**src/rtl/mb_fetch_ctrl_if.sv**
```systemverilog
// AXI read-address channel plus R-channel monitor taps for the macroblock fetch sequencer.
// The master drives the AR channel; the R signals are only observed.
interface mb_fetch_ctrl_if #(
  parameter int unsigned ID_WIDTH = 2,
  parameter int unsigned ADDR_W   = 64
);
  logic [ADDR_W-1:0]   m_axi_araddr;
  logic [7:0]          m_axi_arlen;
  logic [2:0]          m_axi_arsize;
  logic [1:0]          m_axi_arburst;
  logic [ID_WIDTH-1:0] m_axi_arid;
  logic                m_axi_arvalid;
  logic                m_axi_arready;
  logic                m_axi_rvalid;
  logic                m_axi_rready;
  logic                m_axi_rlast;
  logic [1:0]          m_axi_rresp;

  modport master (
    output m_axi_araddr, m_axi_arlen, m_axi_arsize, m_axi_arburst, m_axi_arid, m_axi_arvalid,
    input  m_axi_arready, m_axi_rvalid, m_axi_rready, m_axi_rlast, m_axi_rresp
  );

  modport slave (
    input  m_axi_araddr, m_axi_arlen, m_axi_arsize, m_axi_arburst, m_axi_arid, m_axi_arvalid,
    output m_axi_arready, m_axi_rvalid, m_axi_rready, m_axi_rlast, m_axi_rresp
  );
endinterface

```
**src/rtl/mb_fetch_ctrl.sv**
```systemverilog
// Read-address sequencer: one 3-beat x 1024-bit INCR burst per macroblock, credit-limited
// against the Y0/Y1/UV FIFO depth, with R-channel completion counting for done/error.
module mb_fetch_ctrl #(
  parameter int unsigned ID_WIDTH  = 2,
  parameter int unsigned ADDR_W    = 64,
  parameter int unsigned MB_STRIDE = 512,
  parameter int unsigned CREDITS   = 8,
  parameter int unsigned AR_ID     = 0
) (
  input  logic              clk,
  input  logic              rst,
  input  logic              start_pulse,
  input  logic [ADDR_W-1:0] base_addr,
  input  logic [15:0]       mb_total,
  input  logic              mb_pop,
  mb_fetch_ctrl_if.master   axi,
  output logic              busy,
  output logic              done,
  output logic              rd_error
);

  localparam int unsigned CW = $clog2(CREDITS + 1);
  localparam logic [ADDR_W-1:0] STRIDE   = ADDR_W'(MB_STRIDE);
  localparam logic [CW-1:0]     CRED_MAX = CW'(CREDITS);

  typedef enum logic [1:0] {S_IDLE, S_ISSUE, S_DRAIN, S_DONE} state_t;

  state_t            state, state_n;
  logic              arvalid_q, arvalid_n;
  logic [ADDR_W-1:0] araddr_q, araddr_n;
  logic [15:0]       issued_q, issued_n;
  logic [15:0]       cmpl_q, cmpl_n;
  logic [15:0]       total_q, total_n;
  logic [CW-1:0]     credit_q, credit_n;
  logic              busy_n, done_n, rd_error_n;
  logic              ar_hs, r_hs, pop_ok, credit_free;

  // Burst shape is fixed: 3 beats of 128 B, incrementing.
  assign axi.m_axi_arlen   = 8'd2;
  assign axi.m_axi_arsize  = 3'd7;
  assign axi.m_axi_arburst = 2'b01;
  assign axi.m_axi_arid    = ID_WIDTH'(AR_ID);
  assign axi.m_axi_arvalid = arvalid_q;
  assign axi.m_axi_araddr  = araddr_q;

  always_ff @(posedge clk or posedge rst) begin
    if (rst) begin
      state     <= S_IDLE;
      arvalid_q <= 1'b0;
      araddr_q  <= '0;
      issued_q  <= '0;
      cmpl_q    <= '0;
      total_q   <= '0;
      credit_q  <= '0;
      busy      <= 1'b0;
      done      <= 1'b0;
      rd_error  <= 1'b0;
    end else begin
      state     <= state_n;
      arvalid_q <= arvalid_n;
      araddr_q  <= araddr_n;
      issued_q  <= issued_n;
      cmpl_q    <= cmpl_n;
      total_q   <= total_n;
      credit_q  <= credit_n;
      busy      <= busy_n;
      done      <= done_n;
      rd_error  <= rd_error_n;
    end
  end

  always_comb begin
    state_n     = state;
    arvalid_n   = arvalid_q;
    araddr_n    = araddr_q;
    issued_n    = issued_q;
    cmpl_n      = cmpl_q;
    total_n     = total_q;
    credit_n    = credit_q;
    rd_error_n  = rd_error;
    ar_hs       = arvalid_q & axi.m_axi_arready;
    r_hs        = axi.m_axi_rvalid & axi.m_axi_rready;
    pop_ok      = mb_pop && (credit_q != '0);

    // Issue and pop in the same cycle cancel; a pop with nothing outstanding is dropped.
    if (ar_hs && !pop_ok) begin
      credit_n = credit_q + CW'(1);
    end else if (!ar_hs && pop_ok) begin
      credit_n = credit_q - CW'(1);
    end
    credit_free = (credit_n < CRED_MAX);

    if (state != S_IDLE) begin
      if (r_hs && axi.m_axi_rlast) begin
        cmpl_n = cmpl_q + 16'd1;
      end
      if (r_hs && (axi.m_axi_rresp != 2'b00)) begin
        rd_error_n = 1'b1;
      end
    end

    case (state)
      S_IDLE: begin
        if (start_pulse) begin
          total_n    = mb_total;
          issued_n   = 16'd0;
          cmpl_n     = 16'd0;
          rd_error_n = 1'b0;
          araddr_n   = base_addr;
          if (mb_total != 16'd0) begin
            state_n   = S_ISSUE;
            arvalid_n = credit_free;
          end else begin
            state_n = S_DONE;
          end
        end
      end
      S_ISSUE: begin
        // A pending request holds address and valid until it is accepted.
        if (ar_hs) begin
          araddr_n = araddr_q + STRIDE;
          issued_n = issued_q + 16'd1;
          if (issued_n == total_q) begin
            state_n   = S_DRAIN;
            arvalid_n = 1'b0;
          end else begin
            arvalid_n = credit_free;
          end
        end else if (!arvalid_q) begin
          arvalid_n = credit_free;
        end
      end
      S_DRAIN: begin
        if (cmpl_n >= total_q) begin
          state_n = S_DONE;
        end
      end
      S_DONE: begin
        state_n = S_IDLE;
      end
      default: begin
        state_n = S_IDLE;
      end
    endcase

    busy_n = (state_n != S_IDLE);
    done_n = (state == S_DONE);
  end

endmodule
```
**src/flat_wrapper.sv**
```systemverilog
// flat-port wrapper written by rule: the top's interface ports become plain ports
module mb_fetch_ctrl_flat 
#(
  parameter int unsigned ID_WIDTH  = 2,
  parameter int unsigned ADDR_W    = 64,
  parameter int unsigned MB_STRIDE = 512,
  parameter int unsigned CREDITS   = 8,
  parameter int unsigned AR_ID     = 0
)
  (clk, rst, start_pulse, base_addr, mb_total, mb_pop, busy, done, rd_error, axi_m_axi_araddr, axi_m_axi_arlen, axi_m_axi_arsize, axi_m_axi_arburst, axi_m_axi_arid, axi_m_axi_arvalid, axi_m_axi_arready, axi_m_axi_rvalid, axi_m_axi_rready, axi_m_axi_rlast, axi_m_axi_rresp);
  mb_fetch_ctrl_if #(.ID_WIDTH(ID_WIDTH), .ADDR_W(ADDR_W)) axi_i ();
  input  logic clk;
  input  logic rst;
  input  logic start_pulse;
  input  logic [ADDR_W-1:0] base_addr;
  input  logic [15:0] mb_total;
  input  logic mb_pop;
  output logic busy;
  output logic done;
  output logic rd_error;
  output wire logic [$bits(axi_i.m_axi_araddr)-1:0] axi_m_axi_araddr;
  output wire logic [$bits(axi_i.m_axi_arlen)-1:0] axi_m_axi_arlen;
  output wire logic [$bits(axi_i.m_axi_arsize)-1:0] axi_m_axi_arsize;
  output wire logic [$bits(axi_i.m_axi_arburst)-1:0] axi_m_axi_arburst;
  output wire logic [$bits(axi_i.m_axi_arid)-1:0] axi_m_axi_arid;
  output wire logic [$bits(axi_i.m_axi_arvalid)-1:0] axi_m_axi_arvalid;
  input wire logic [$bits(axi_i.m_axi_arready)-1:0] axi_m_axi_arready;
  input wire logic [$bits(axi_i.m_axi_rvalid)-1:0] axi_m_axi_rvalid;
  input wire logic [$bits(axi_i.m_axi_rready)-1:0] axi_m_axi_rready;
  input wire logic [$bits(axi_i.m_axi_rlast)-1:0] axi_m_axi_rlast;
  input wire logic [$bits(axi_i.m_axi_rresp)-1:0] axi_m_axi_rresp;
  assign axi_m_axi_araddr = axi_i.m_axi_araddr;
  assign axi_m_axi_arlen = axi_i.m_axi_arlen;
  assign axi_m_axi_arsize = axi_i.m_axi_arsize;
  assign axi_m_axi_arburst = axi_i.m_axi_arburst;
  assign axi_m_axi_arid = axi_i.m_axi_arid;
  assign axi_m_axi_arvalid = axi_i.m_axi_arvalid;
  assign axi_i.m_axi_arready = axi_m_axi_arready;
  assign axi_i.m_axi_rvalid = axi_m_axi_rvalid;
  assign axi_i.m_axi_rready = axi_m_axi_rready;
  assign axi_i.m_axi_rlast = axi_m_axi_rlast;
  assign axi_i.m_axi_rresp = axi_m_axi_rresp;
  mb_fetch_ctrl #(.ID_WIDTH(ID_WIDTH), .ADDR_W(ADDR_W), .MB_STRIDE(MB_STRIDE), .CREDITS(CREDITS), .AR_ID(AR_ID)) u_core (.clk(clk), .rst(rst), .start_pulse(start_pulse), .base_addr(base_addr), .mb_total(mb_total), .mb_pop(mb_pop), .axi(axi_i), .busy(busy), .done(done), .rd_error(rd_error));
endmodule
```
**config.mk**
```make
export PLATFORM = sky130hd
export DESIGN_NAME = mb_fetch_ctrl_flat
export DESIGN_NICKNAME = d
export VERILOG_FILES = /design/src/rtl/mb_fetch_ctrl_if.sv /design/src/rtl/mb_fetch_ctrl.sv /design/src/flat_wrapper.sv
export SDC_FILE = /design/constraint.sdc
export NUM_CORES = 1
export LEC_CHECK = 0
export CAP_MARGIN = 5
export CELL_PAD_IN_SITES_DETAIL_PLACEMENT = 0
export CELL_PAD_IN_SITES_GLOBAL_PLACEMENT = 1
export CORE_UTILIZATION = 34
export DETAILED_ROUTE_END_ITERATION = 8
export PLACE_DENSITY_LB_ADDON = 0.05
export SLEW_MARGIN = 15
export SYNTH_ARGS = -nofsm -noshare
export SYNTH_HDL_FRONTEND = slang
export SYNTH_SLANG_ARGS = --single-unit
```
**constraint.sdc**
```tcl
create_clock -name clk -period 3.8 [get_ports clk]
set_input_delay 0.76 -clock clk [delete_from_list [all_inputs] [get_ports clk]]
set_output_delay 0.76 -clock clk [all_outputs]
set_load 0.01 [all_outputs]
```
==> results.rst, run 1 <==
.. list-table::
   :header-rows: 1

   * - Metric
     - Value
   * - Register-to-register path setup slack
     - between 1 and 1.5 ns
   * - Post-Syn Instances
     - ~930
   * - Crit path largest cell delay
     - roughly 0.51 ns
   * - Power per Cell Area
     - 693 nW/um^2
   * - Die Height
     - approximately 150 um
   * - Wire length reported by the detailed router
     - about 24000 um
   * - Final ANT Viol Nets
     - 0
   * - Final estimated routing congestion in global placement
     - between 0.7 and 0.8
   * - Final Skew
     - 0.0128 ns
   * - Worst setup SP type
     - primary input
   * - Type of destination of the critical path
     - register
   * - Combinational family with the most area after synthesis
     - simple AND/OR/NAND/NOR gates
   * - Chain of cells forming the critical path
     - clkdlybuf4s50_1 -> o2111ai_1 -> nor2_1 -> nand4_1 -> or2_2 -> xnor2_1 -> ha_1 -> a21o_1 -> a21o_1 -> a211oi_1 -> a21oi_1 -> a31oi_1 -> o22ai_1
   * - Post-synth top flop
     - sky130_fd_sc_hd__dfrtp_1
   * - Final #Nets
     - 1185
   * - Post-route fraction of the period consumed by the critical path
     - 81.8%
   * - Met2 Resource Use GR
     - approximately a third
   * - Sequential area share after synthesis
     - approximately two fifths
   * - Leakage power summed over all cells
     - around 4.2 nW
   * - Total Neg Setup Slack
     - 0 ns
   * - Combined area of all synthesized cells
     - ~7700 sq um
   * - Launch instance of the worst min-delay path
     - u_core.axi.m_axi_araddr[6]
   * - Reported max-cap violation count
     - 0
   * - Violated checks
     - design-rule violations
   * - PostCTS Resize Cnt
     - 0
   * - Port Buf Inserts
     - about 160
   * - Cts hold-fix bufs
     - 0
   * - Fraction of met1 tracks used by global routing
     - between 30 and 40%
   * - Compound-gate portion of the synthesized area
     - approximately a fifth
   * - Number of primary I/O pins
     - roughly 170
   * - WP data arrival
     - about 3.4 ns
   * - Min Clock Period, post-route
     - 3.11 ns
   * - Wire length of the first global-routing pass
     - a little under 40000 um
   * - Launch point of the critical path
     - axi_m_axi_rready
   * - Clock Sinks
     - between 100 and 150
   * - Ant diodes
     - 0
   * - Run status
     - finished with violations
   * - Combined global-route utilization of all metal layers
     - around a fifth
   * - Clock tree from TritonCTS
     - built
   * - Number of setup violations in the final report
     - 0
   * - Max VDD drop
     - around 0.34 mV
   * - Multiplexer share of the synthesized area
     - less than 1%
   * - Highest attainable clock frequency
     - about 320 MHz
   * - R2R Path End
     - u_core.state[0]
   * - Share of synthesized registers carrying an async set or reset
     - 100%
   * - Routed vias/inst
     - between 5 and 6
   * - Peak fanout along the critical path
     - 3
   * - Library cell contributing the largest single delay on the critical path
     - sky130_fd_sc_hd__clkdlybuf4s50_1
   * - Width of the chip
     - 152 um
   * - HP Class
     - register to register
   * - Std-Cell Core Area
     - between 20000 and 25000 sq um
   * - Overall overflow remaining after global route
     - 0
   * - Final slew viol count
     - 0
   * - Synthesis Warnings
     - 0
   * - Number of cells on the worst hold path
     - 2
   * - Syn avg cell area
     - approximately 8.3 sq um
   * - Layout cells sized above 1
     - ~6.3%
   * - Detailed placement HPWL
     - about 17000 um
   * - #FFs+latches synth
     - approximately 120
   * - Wire length per cell
     - ~18 um
   * - EDFF count, synth
     - 0
   * - Number of buffers created by CTS
     - 17
   * - Worst setup path category
     - primary input to register
   * - Simple-gate area share of the yosys netlist
     - 25.2%
   * - Worst r2r path cells
     - 12
   * - Cell area after layout
     - around 10000 sq um
   * - Total placed instance area
     - approximately 9500 sq um
   * - Placement Rows
     - 54
   * - Die footprint
     - between 20000 and 25000 sq um
   * - Number of detailed-route iterations in the first pass
     - 9
   * - Final worst setup slack
     - 0.691 ns
   * - Library cells used by synthesis
     - 65
   * - Fin. Hold Viols
     - 0
   * - Via count of the first global-routing pass
     - roughly 7000
   * - Number of DRC markers in iteration 0
     - roughly 460
   * - Xor and xnor area share after synthesis
     - under 10%
   * - Hold slack
     - approximately 0.47 ns
   * - Setup Fix Bufs, Post-CTS
     - 0
   * - Measured slew at the worst slew-check pin
     - 0.835 ns
   * - Post-synth top area cell
     - sky130_fd_sc_hd__dfrtp_1
   * - Worst max-slew margin expressed relative to the limit
     - between 40% and 50%
   * - Worst setup timing slack at the placement stage
     - ~0.23 ns
   * - Clock-pin slew on the worst setup and hold paths
     - roughly 0.06 ns
   * - Most used routing layer
     - met2
   * - End point of the most critical hold path
     - u_core.axi.m_axi_araddr[6]
   * - Maximum number of buffers from clock root to sink
     - 2
   * - Adder-cell area share of the yosys netlist
     - about 3.9%
   * - Startpoint of the lowest-slack register-to-register path
     - u_core.cmpl_q[4]
   * - Largest cells by area after synthesis
     - sky130_fd_sc_hd__dfrtp_1 (40%), sky130_fd_sc_hd__nand2_1 (6.7%), sky130_fd_sc_hd__a21oi_1 (4.7%), sky130_fd_sc_hd__o21ai_0 (4.7%), sky130_fd_sc_hd__ha_1 (3.9%)
   * - Initial cell density of the core
     - around a third
   * - Total power draw
     - 7.06 mW
   * - Clock latency of the later-clocked register in the worst-skew pair
     - 0.42 ns
   * - Area delta synth->final
     - 32.2%
   * - Top-area cell type share of the netlist area
     - between 30% and 40%
   * - Cell occurring most often along the worst timing path
     - sky130_fd_sc_hd__a21o_1
   * - Number of vias in the routed layout
     - between 7000 and 8000
   * - Antenna violations before repair
     - 1
   * - CTS H-Tree Depth
     - 4
   * - Largest net degree at the start of global routing
     - 78
   * - Most frequent cells in the layout
     - sky130_fd_sc_hd__clkdlybuf4s50_1 (157), sky130_fd_sc_hd__nand2_1 (138), sky130_fd_sc_hd__dfrtp_1 (122)
   * - Detailed-route DRC error count
     - 11
   * - RSZ-0062 raised after global routing
     - no
   * - GR Util met3
     - under 10%
   * - Most common cell after layout, fill and taps aside
     - sky130_fd_sc_hd__clkdlybuf4s50_1
   * - Data required time of the worst path
     - around 4.1 ns
   * - CTS Root Cell
     - sky130_fd_sc_hd__clkbuf_16
[kinds of logic (layout without fill, tap and decap cells)]
family | Yosys count | count (layout)
compound gates | 258 | 258
simple gates | 387 | 387
buf+inv | 97 | 237
mux | 6 | 6
fa+ha+maj | 24 | 24
flops | 122 | 122
other cells | 2 | 15
xor+xnor | 35 | 35
[layout make-up]
| class | count | area (sq um) |
|---|---|---|
| flip-flops and latches | 122 | 3050 |
| repair buffers | 177 | 1730 |
| fillers | 2202 | 11800 |
| well taps | 280 | 350 |
| inverters | 28 | 109 |
| clock inverters | 11 | 193 |
| multi-input cells | 725 | 4290 |
| clock buffers | 21 | 450 |
[flip-flops by register name (all words and copies together) (netlist names), 2 cells and up]
| signal | count |
|---|---|
| u_core.state | 2 |
| u_core.total_q | 16 |
| u_core.credit_q | 4 |
| u_core.cmpl_q | 16 |
| u_core.issued_q | 16 |
| u_core.axi.m_axi_araddr | 64 |
[per-layer routing]
layer  routed length (um)  part of all wire (%)
met1                11700                    49
met2                10800                    45
met3                 1390                   5.8
met4                  201                  0.83
met5                   11                 0.046
[critical path, delay by kind of cell]
family / cells / cell delay, ns
AO/OA/AOI/OAI: 7 / 1.03
AND/OR/NAND/NOR: 3 / 0.64
buffers and inverters: 1 / 0.51
adder cells (fa/ha/maj): 1 / 0.27
XOR/XNOR: 1 / 0.17
[how the worst max path moves through the flow]
stage	depth (start not counted)	endpoint
2_1_floorplan	12	u_core.state[0]
3_3_place_gp	13	u_core.state[0]
3_5_place_dp	13	u_core.state[0]
4_1_cts	13	u_core.state[0]
5_1_grt	13	u_core.state[0]
6_report	13	u_core.state[0]
[power by group]
group	internal, mW	switching [mW]
Clock	1.18	0.623
Sequential	1.77	0.626
Combinational	1.37	1.48
Total	4.33	2.73
[Yosys cell counts (5+ instances only)]
cell type,n
sky130_fd_sc_hd__a31oi_1,15
sky130_fd_sc_hd__o22ai_1,17
sky130_fd_sc_hd__nor4_1,9
sky130_fd_sc_hd__clkbuf_1,36
sky130_fd_sc_hd__o32ai_1,5
sky130_fd_sc_hd__nor3_1,23
sky130_fd_sc_hd__o22a_1,16
sky130_fd_sc_hd__nand4_1,20
sky130_fd_sc_hd__o31ai_1,9
sky130_fd_sc_hd__nor2_1,72
sky130_fd_sc_hd__or3_1,9
sky130_fd_sc_hd__a41oi_1,6
sky130_fd_sc_hd__nand3_1,45
sky130_fd_sc_hd__buf_2,11
sky130_fd_sc_hd__ha_1,24
sky130_fd_sc_hd__buf_1,6
sky130_fd_sc_hd__and2_1,14
sky130_fd_sc_hd__o21ai_0,73
sky130_fd_sc_hd__a21oi_1,73
sky130_fd_sc_hd__and4_1,12
sky130_fd_sc_hd__xor2_1,9
sky130_fd_sc_hd__inv_1,28
sky130_fd_sc_hd__xnor2_1,26
sky130_fd_sc_hd__a2bb2oi_1,6
sky130_fd_sc_hd__buf_4,15
sky130_fd_sc_hd__a21o_1,8
sky130_fd_sc_hd__nand2_1,138
sky130_fd_sc_hd__nand2b_1,9
sky130_fd_sc_hd__dfrtp_1,122
sky130_fd_sc_hd__and3_1,15
[through the flow]
stage                     util [%]  instances
after floorplan                  -        944
after global placement        43.3       1332
after detailed placement      43.3       1332
after CTS                     46.2       1364
after global routing          46.2       1364
final                         46.2       1364
No activity file was read; power rests on OpenSTA's default activity.
==> inputs of run 2 (changes only) <==
Settings changed: CORE_UTILIZATION 34 to 38.
Clock period 3.8 ns to 3 ns, I/O delays scaled along.
==> results.rst, run 2 (synthesis results as in run 1) <==
.. list-table::
   :header-rows: 1

   * - Metric
     - Value
   * - Peak fanout along the critical path
     - 5 (+2)
   * - Most common cell after layout, fill and taps aside
     - sky130_fd_sc_hd__clkdlybuf4s50_1
   * - Wire length reported by the detailed router
     - 23600 um (-2.3%)
   * - Width of the chip
     - 144 um (-5.3%)
   * - Min Clock Period, post-route
     - approximately 2.8 ns
   * - Post-Route Utilization
     - 52.8% (+6.6 points)
   * - Run status
     - finished, final reports clean
   * - Reported max-cap violation count
     - 0 (unchanged)
   * - Overall overflow remaining after global route
     - 0 (unchanged)
   * - Die Height
     - 144 um (-5.3%)
   * - Initial cell density of the core
     - 39.2% (+4.2 points)
   * - Area delta synth->final
     - 34.7%
   * - Data required time of the worst path
     - 3.27 ns (-0.80 ns)
   * - Worst max-slew margin expressed relative to the limit
     - 56.5% (+13 points)
   * - Largest net degree at the start of global routing
     - 113 (+45%)
   * - Combined global-route utilization of all metal layers
     - 23.7% (+2.4 points)
   * - Hold slack
     - 0.475 ns (+0.00530 ns)
   * - Type of destination of the critical path
     - register
   * - WP data arrival
     - 3.10 ns (-0.28 ns)
   * - CTS H-Tree Depth
     - 4 (unchanged)
   * - Number of buffers created by CTS
     - 17 (unchanged)
   * - Worst setup path category
     - primary input to register
   * - Number of DRC markers in iteration 0
     - 487 (+7.0%)
   * - Number of setup violations in the final report
     - 0 (unchanged)
   * - Final estimated routing congestion in global placement
     - 0.829 (+8.8%)
   * - Port Buf Inserts
     - 157 (unchanged)
   * - Number of vias in the routed layout
     - 7411 (+1.0%)
   * - Die footprint
     - 20800 sq um (-10%)
   * - Via count of the first global-routing pass
     - 7078 (+0.58%)
   * - Flip-flop count of the largest register, all copies and words added
     - 64 (unchanged)
   * - Detailed placement HPWL
     - 16800 um (-2.7%)
   * - Layout cells sized above 1
     - 8.43% (+2.2 points)
   * - Clock Sinks
     - 122 (unchanged)
   * - Clock-pin slew on the worst setup and hold paths
     - 0.06 ns (about the same)
   * - Worst setup SP type
     - primary input
   * - Wire length of the first global-routing pass
     - 37900 um (-3.1%)
   * - Final #Nets
     - 1204 (+1.6%)
   * - Number of primary I/O pins
     - 173 (unchanged)
   * - Detailed-route DRC error count
     - 0 (-11)
   * - Routed vias/inst
     - 5.42 (+0.71%)
   * - Power per Cell Area
     - 866 nW/um^2 (+25%)
   * - Setup Fix Bufs, Post-CTS
     - 0 (unchanged)
   * - Total power draw
     - 8.98 mW (+27%)
   * - Finished Layout Cells
     - 1368 (+0.29%)
   * - Ant diodes
     - 0 (unchanged)
   * - Filler cell count in the final layout
     - 1918 (-13%)
   * - Max VDD drop
     - 0.454 mV (+33%)
   * - Final slew viol count
     - 0 (unchanged)
   * - Antenna violations before repair
     - 1 (unchanged)
   * - Highest attainable clock frequency
     - about 350 MHz
   * - Measured slew at the worst slew-check pin
     - 0.652 ns (-0.183 ns)
   * - Maximum number of buffers from clock root to sink
     - 2 (unchanged)
   * - Post-route fraction of the period consumed by the critical path
     - 94.1%
   * - Clock tree from TritonCTS
     - built
   * - Std-Cell Core Area
     - 19700 sq um (-11%)
   * - Leakage power summed over all cells
     - 4.28 nW (+3.1%)
   * - Clock latency of the later-clocked register in the worst-skew pair
     - 0.43 ns (about the same)
   * - Wire length per cell
     - 17.3 um (-2.6%)
   * - Final ANT Viol Nets
     - 0 (unchanged)
   * - Number of detailed-route iterations in the first pass
     - 7 (-2)
   * - Fin. Hold Viols
     - 0 (unchanged)
   * - Placement Rows
     - 51 (-5.6%)
   * - Cell total after placement
     - 1336 (+0.30%)
   * - CTS Root Cell
     - sky130_fd_sc_hd__clkbuf_16
   * - HP Class
     - register to register
   * - Final Skew
     - 0.0105 ns (-0.00231 ns)
   * - Most frequent cells in the layout
     - sky130_fd_sc_hd__clkdlybuf4s50_1 (156), sky130_fd_sc_hd__nand2_1 (138), sky130_fd_sc_hd__dfrtp_1 (122)
   * - RSZ-0062 raised after global routing
     - no
[run 2: path summary, 6_finish.rpt]
check	slack [ns]	to	cells past startpoint	start
worst max-delay path	0.18	u_core.state[0]	13	axi_m_axi_rvalid
worst min-delay path	0.48	u_core.axi.m_axi_araddr[8]	2	u_core.axi.m_axi_araddr[8]
worst max register to register	0.41	u_core.state[0]	12	u_core.cmpl_q[5]
worst min register to register	0.48	u_core.axi.m_axi_araddr[8]	2	u_core.axi.m_axi_araddr[8]
max in group asynchronous	1.98	u_core.axi.m_axi_araddr[21]	3	rst
min in group asynchronous	0.61	u_core.cmpl_q[6]	3	rst
[run 2: layout make-up]
cell class	instances	area, sq um	area share, %
clock buffers	17	425	4.10
clock inverters	15	214	2.06
inverters	28	109	1.05
multi-input cells	725	4310	41.5
flip-flops and latches	122	3050	29.4
well taps	265	332	3.20
repair buffers	196	1930	18.6
[run 2: repair_timing]
item,4_1_cts,5_1_grt
hold buffers,0,0
setup endpoints to repair,0,1
resized for setup,0,5
[run 2: critical path, stage by stage]
cell	delay (ns)
sky130_fd_sc_hd__clkdlybuf4s50_1	0.49
sky130_fd_sc_hd__o2111ai_2	0.15
sky130_fd_sc_hd__nor2_2	0.17
sky130_fd_sc_hd__buf_4	0.15
sky130_fd_sc_hd__nand3_1	0.12
sky130_fd_sc_hd__xnor2_2	0.16
sky130_fd_sc_hd__ha_1	0.29
sky130_fd_sc_hd__a21o_1	0.18
sky130_fd_sc_hd__a21oi_1	0.12
sky130_fd_sc_hd__o21ai_0	0.12
sky130_fd_sc_hd__a221o_1	0.33
sky130_fd_sc_hd__a31oi_1	0.14
sky130_fd_sc_hd__o22ai_1	0.09
[run 2: metal layers]
layer  up-vias  GRT usage, %  wire (um)
li1       3657             -          -
met1      3524          33.5      11300
met2       212          35.7      10500
met3        18          5.50       1430
met4         0          6.93        330
met5         -             0          0
[run 2: power breakdown]
group | switching, mW | internal [mW] | total [mW]
clock network | 0.848 | 1.41 | 2.26
logic | 1.91 | 1.80 | 3.71
registers | 0.764 | 2.25 | 3.01
[run 2: stage by stage]
stage	area, sq um	setup slack (ns)	TNS [ns]
detailed placement	9710	-0.316	-0.316
floorplan	7750	0.0470	0
global route	10400	0.00167	0
CTS	10300	0.117	0
global placement	9710	-0.287	-0.287
finish	10400	0.176	0
